### src/rtl/operand_loader.sv
`default_nettype none
// ============================================================================
//  Module      : operand_loader
//  Description : Upstream feeder for the matrix core. Accepts exactly one job
//                (ROWS*COLS weight words followed by COLS vector words) per
//                start pulse, tags every word with kind/last and buffers it
//                in a small FIFO toward the matrix-core sink port.
//  Ports       : clk      - rising-edge clock
//                rst_n    - synchronous active-low reset
//                start    - job start pulse, honoured only while idle
//                snk_vld  - upstream word valid
//                snk_rdy  - loader can accept a word
//                snk_data - upstream operand word
//                src_vld  - word valid toward matrix core
//                src_rdy  - matrix core accepts word
//                src_data - operand word toward matrix core
//                src_kind - 0 = weight word, 1 = vector word
//                src_last - final word of the job
//                busy     - job in progress (FILL or DRAIN)
//                done     - one-cycle pulse after the last word is handed off
//  Revision    : 1.0 - initial release
// ============================================================================
module operand_loader #(
    parameter int DATA_WIDTH = 8,
    parameter int ROWS       = 4,
    parameter int COLS       = 4,
    parameter int FIFO_DEPTH = 4
) (
    input  logic                  clk,
    input  logic                  rst_n,
    input  logic                  start,
    input  logic                  snk_vld,
    output logic                  snk_rdy,
    input  logic [DATA_WIDTH-1:0] snk_data,
    output logic                  src_vld,
    input  logic                  src_rdy,
    output logic [DATA_WIDTH-1:0] src_data,
    output logic                  src_kind,
    output logic                  src_last,
    output logic                  busy,
    output logic                  done
);

    localparam int c_weights = ROWS * COLS;
    localparam int c_total   = c_weights + COLS;
    localparam int c_ptr_w   = $clog2(FIFO_DEPTH);
    localparam int c_occ_w   = c_ptr_w + 1;
    localparam int c_in_w    = $clog2(c_total);

    typedef enum logic [1:0] {
        ST_IDLE  = 2'd0,
        ST_FILL  = 2'd1,
        ST_DRAIN = 2'd2
    } state_t;

    state_t                r_state;
    state_t                w_state_nxt;

    logic [DATA_WIDTH-1:0] r_mem_data [FIFO_DEPTH];
    logic                  r_mem_kind [FIFO_DEPTH];
    logic                  r_mem_last [FIFO_DEPTH];
    logic [c_ptr_w-1:0]    r_wr_ptr;
    logic [c_ptr_w-1:0]    r_rd_ptr;
    logic [c_occ_w-1:0]    r_count;
    logic [c_in_w-1:0]     r_in_cnt;
    logic                  r_done;

    logic                  w_full;
    logic                  w_empty;
    logic                  w_push;
    logic                  w_pop;
    logic                  w_tag_kind;
    logic                  w_tag_last;
    logic                  w_last_pop;

    assign w_full  = (r_count == c_occ_w'(FIFO_DEPTH));
    assign w_empty = (r_count == '0);

    // Ready depends only on registered state and occupancy; a full FIFO
    // blocks the push even when a pop happens in the same cycle.
    assign snk_rdy = (r_state == ST_FILL) && !w_full;
    assign w_push  = snk_vld && snk_rdy;

    // Output is read straight from the head entry; the head is never
    // overwritten while occupied, so the word holds steady under a stall.
    // Gating with empty keeps the outputs at zero when nothing is pending.
    assign src_vld  = !w_empty;
    assign src_data = w_empty ? '0 : r_mem_data[r_rd_ptr];
    assign src_kind = w_empty ? 1'b0 : r_mem_kind[r_rd_ptr];
    assign src_last = w_empty ? 1'b0 : r_mem_last[r_rd_ptr];
    assign w_pop    = src_vld && src_rdy;

    assign w_tag_kind = (r_in_cnt >= c_in_w'(c_weights));
    assign w_tag_last = (r_in_cnt == c_in_w'(c_total - 1));
    assign w_last_pop = w_pop && src_last && (r_state == ST_DRAIN);

    assign busy = (r_state != ST_IDLE);
    assign done = r_done;

    always_comb begin
        w_state_nxt = r_state;
        case (r_state)
            ST_IDLE:  if (start) w_state_nxt = ST_FILL;
            ST_FILL:  if (w_push && w_tag_last) w_state_nxt = ST_DRAIN;
            ST_DRAIN: if (w_last_pop) w_state_nxt = ST_IDLE;
            default:  w_state_nxt = ST_IDLE;
        endcase
    end

    always_ff @(posedge clk) begin
        if (!rst_n) begin
            r_state  <= ST_IDLE;
            r_wr_ptr <= '0;
            r_rd_ptr <= '0;
            r_count  <= '0;
            r_in_cnt <= '0;
            r_done   <= 1'b0;
        end else begin
            r_state <= w_state_nxt;
            r_done  <= w_last_pop;

            // The counter is cleared on the final word so it never leaves
            // the range 0..c_total-1.
            if ((r_state == ST_IDLE) && start) begin
                r_in_cnt <= '0;
            end else if (w_push) begin
                r_in_cnt <= w_tag_last ? '0 : r_in_cnt + c_in_w'(1);
            end

            if (w_push) r_wr_ptr <= r_wr_ptr + c_ptr_w'(1);
            if (w_pop)  r_rd_ptr <= r_rd_ptr + c_ptr_w'(1);

            case ({w_push, w_pop})
                2'b10:   r_count <= r_count + c_occ_w'(1);
                2'b01:   r_count <= r_count - c_occ_w'(1);
                default: r_count <= r_count;
            endcase
        end
    end

    // Storage needs no reset: entries are only observed while occupied.
    always_ff @(posedge clk) begin
        if (w_push) begin
            r_mem_data[r_wr_ptr] <= snk_data;
            r_mem_kind[r_wr_ptr] <= w_tag_kind;
            r_mem_last[r_wr_ptr] <= w_tag_last;
        end
    end

endmodule
`default_nettype wire

### config.mk
export PLATFORM = sky130hd
export DESIGN_NAME = operand_loader
export DESIGN_NICKNAME = d
export VERILOG_FILES = /design/src/rtl/operand_loader.sv
export SDC_FILE = /design/constraint.sdc
export NUM_CORES = 1
export LEC_CHECK = 0
export BUFFER_PORTS_ARGS = -buffer_cell sky130_fd_sc_hd__buf_2
export CAP_MARGIN = 30
export CORE_MARGIN = 2
export CORE_UTILIZATION = 57
export DETAILED_ROUTE_END_ITERATION = 10
export PLACE_DENSITY = 0.74
export SYNTH_ARGS = -nofsm -noshare
export SYNTH_HDL_FRONTEND = slang
export SYNTH_SLANG_ARGS = --single-unit
### constraint.sdc
create_clock -name clk -period 2.8 [get_ports clk]
set_input_delay 0.42 -clock clk [delete_from_list [all_inputs] [get_ports clk]]
set_output_delay 0.42 -clock clk [all_outputs]
set_load 0.01 [all_outputs]
==> flow_summary.yaml <==
clocking:
  clkTransAtPathRegs_ns: 0.07
  cts_num_sinks: 57
  cts_tree: "built"
  ctsHtreeMaxLevel: 3
  cts-hold-fix-buffers: 0
  root_buffer: "clkbuf_8"
  numCtsBuffers: 9
  clock_path_buffers: 2
  clk_latency_ns: 0.33
status:
  status: "finished, final reports clean"
timing:
  finalCritPeriodShare_pct: 88.5
  worst_pin_slew_ns: 0.561
  setup_tns_ns: 0
  period_needed_ns: 2.48
  clock_skew_ns: 0.0121
  timing.fmax_mhz: 403
  setup_ws_ns: 0.321
  setup_violations: 0
  slew_headroom_pct: 62.6
  rsz0062_at_grt: "no"
  slew_violations: 0
  fin_hold_ws_ns: 0.300
  hold_violations: 0
routing:
  m1WireLength_um: 1840
  dr_total_vias: 1457
  wl_per_cell_um: 17.2
  met3_length_um: 192
  drc: 0
  routed_wl_um: 4360
  highest_layer: "met4"
  ant_nets: 0
  wl_met2_um: 2250
  vias_per_cell: 5.74
  drtIter0Drc: 110
  dr.pass1.iters: 4
worst_setup_path:
  worstReg2RegStart: "r_count[2]"
  r2r_end: "r_count[2]"
  cp_cell_sequence: "nor3b_4 -> nor2_1 -> inv_1 -> ha_1 -> inv_1 -> fa_1 -> xor2_1 -> or3_1 -> a21oi_1"
  required_ns: 3.04
  crit_path_end_kind: "register"
  worstSetupPathType: "register to register"
  reg2regPathDepth: 9
  setup.worst_path.end: "r_count[2]"
  slowest_delay_ns: 0.47
  start_kind: "register"
  path_max_fanout: 13
  crit_top_cell: "inv_1"
  r2r_slack_ns: 0.32
  worstPathArrival_ns: 2.72
  cpMaxStageDelayCell: "nor3b_4"
  cp-startpoint: "r_count[2]"
grt:
  grt_usage_pct: 19.6
  grt_pass1_wl_um: 7110
  grt_max_degree: 14
  overflow: 0
  grt_pass1_vias: 1464
  antenna_found_initial: 0
place:
  place_ws_ns: 0.174
  place_congestion: 0.801
  io_buffers: 26
  dpl.hpwl_um: 2980
  dpl.cell_count: 238
yosys:
  async_flop_share_pct: 0
  syn_inst: 167
  synth_seq_cells: 57
  ys_seq_area_share_pct: 63.7
  synth_edf_count: 40
  synth.distinct_cells: 39
  ys_warn_count: 0
  synth_ff_type: "edfxtp_1"
  synth_area_per_cell_um2: 14.5
  synth_nets: 188
  synth_area_um2: 2420
cells_and_area:
  drive_gt1_share_pct: 27.9
  post-route-util_pct: 68.6
  finalNonFillerCells: 254
  syn_to_final_growth_pct: 14.2
  fin_nets: 220
  num_antenna_cells: 0
pwr:
  peakVddDrop_mv: 0.367
  p_per_area_nw_per_um2: 777
  leakagePower_nw: 0.993
hold_path:
  hp-class: "input pin to register"
die:
  floorplan.initialDensity_pct: 60.0
  die_area_um2: 4780
  fp.dieW_um: 69.1
  num_rows: 23
  die-height_um: 69.1
  io_pins: 27
  core_area_um2: 4030
flow_run:
  drv_cap: 0
layout make-up:
type | count | area, um^2
flip-flops and latches | 57 | 1540
multi-input cells | 92 | 807
clock inverters | 4 | 20.0
well taps | 50 | 62.6
inverters | 11 | 41.3
clock buffers | 12 | 145
repair buffers | 28 | 145
fillers | 296 | 1270
what timing repair did:
action	CTS	global route
gates resized for setup	0	1
endpoints found under the setup margin	0	1
setup buffers	0	0
logic make-up (layout without fill, tap and decap cells):
logic type | count (synthesis) | in the layout | share of synthesized area (%)
XOR/XNOR | 4 | 4 | 1.45
AO/OA/AOI/OAI | 23 | 23 | 6.00
AND/OR/NAND/NOR | 47 | 47 | 11.9
flip-flops | 57 | 57 | 63.7
buffers and inverters | 18 | 55 | 3.16
multiplexers | 10 | 10 | 9.31
adder cells (fa/ha/maj) | 8 | 8 | 4.45
cells in the mapped netlist, types with 2 or more instances:
cell	number	share of area (%)
and3_1	4	1.0
clkbuf_1	5	0.78
dfxtp_1	17	14
nor2_1	9	1.4
nand2_1	3	0.47
edfxtp_1	40	50
xor2_1	3	1.1
nor3_1	2	0.41
ha_1	7	3.6
a21oi_1	7	1.4
inv_1	10	1.6
nor2b_1	12	3.1
o21ai_0	8	1.7
nand3_1	4	0.83
mux4_2	10	9.3
or4_1	3	0.93
per-stage QoR:
step / power, mW / cell area (um^2)
finish: 2.15 / 2760
global route: 2.26 / 2760
CTS: 2.16 / 2760
detailed placement: 1.52 / 2590
global placement: 1.49 / 2590
floorplan: 1.35 / 2420
sequential cells by signal, summed over array words and instances (netlist names), named ones only:
name / cells
r_mem_data: 32
r_in_cnt: 5
r_mem_kind: 4
r_mem_last: 4
r_count: 3
r_rd_ptr: 2
r_state: 2
r_wr_ptr: 2
done: 1
critical path, delay by kind of cell, from the launching register on:
family          cells  cell delay (ns)
buf+inv             2             0.15
simple gates        3             0.95
fa+ha+maj           2             0.54
flops               1             0.42
compound gates      1             0.16
xor+xnor            1             0.16
worst min-delay path by stage:
| stage | from | slack [ns] | to | cells after the start |
|---|---|---|---|---|
| after floorplan | r_state[1] | 0.48 | r_state[0] | 1 |
| final | snk_data[1] | 0.30 | r_mem_data[3][1] | 1 |
| after global placement | r_rd_ptr[1] | 0.50 | register | 2 |
| after CTS | snk_data[1] | 0.29 | r_mem_data[3][1] | 1 |
| after detailed placement | r_wr_ptr[1] | 0.51 | r_wr_ptr[1] | 2 |
| after global routing | snk_data[1] | 0.29 | r_mem_data[3][1] | 1 |
layer usage:
layer	up-vias	track usage, %
li1	692	-
met1	720	23.3
met2	35	32.7
met3	10	6.43
met4	0	8.50
met5	-	0
power breakdown:
part           switching [mW]  leakage, nW  internal, mW  total [mW]
sequential             0.0641        0.497         0.943        1.01
clock                   0.304       0.0899         0.339       0.643
combinational           0.252        0.406         0.243       0.495
layout by cell type (no fill, tap or decap), types with 2 or more instances in the layout:
master / count
clkbuf_1: 2
mux4_2: 10
and3_1: 4
buf_2: 26
nand3_1: 4
o21ai_0: 8
xor2_1: 3
ha_1: 7
buf_4: 2
edfxtp_1: 40
a21oi_1: 7
clkinv_2: 4
nor3_1: 2
nor2b_1: 12
dfxtp_1: 17
inv_1: 10
nand2_1: 3
or4_1: 3
nor2_1: 9
clkbuf_8: 10
Power figures use the tool's default switching activity.
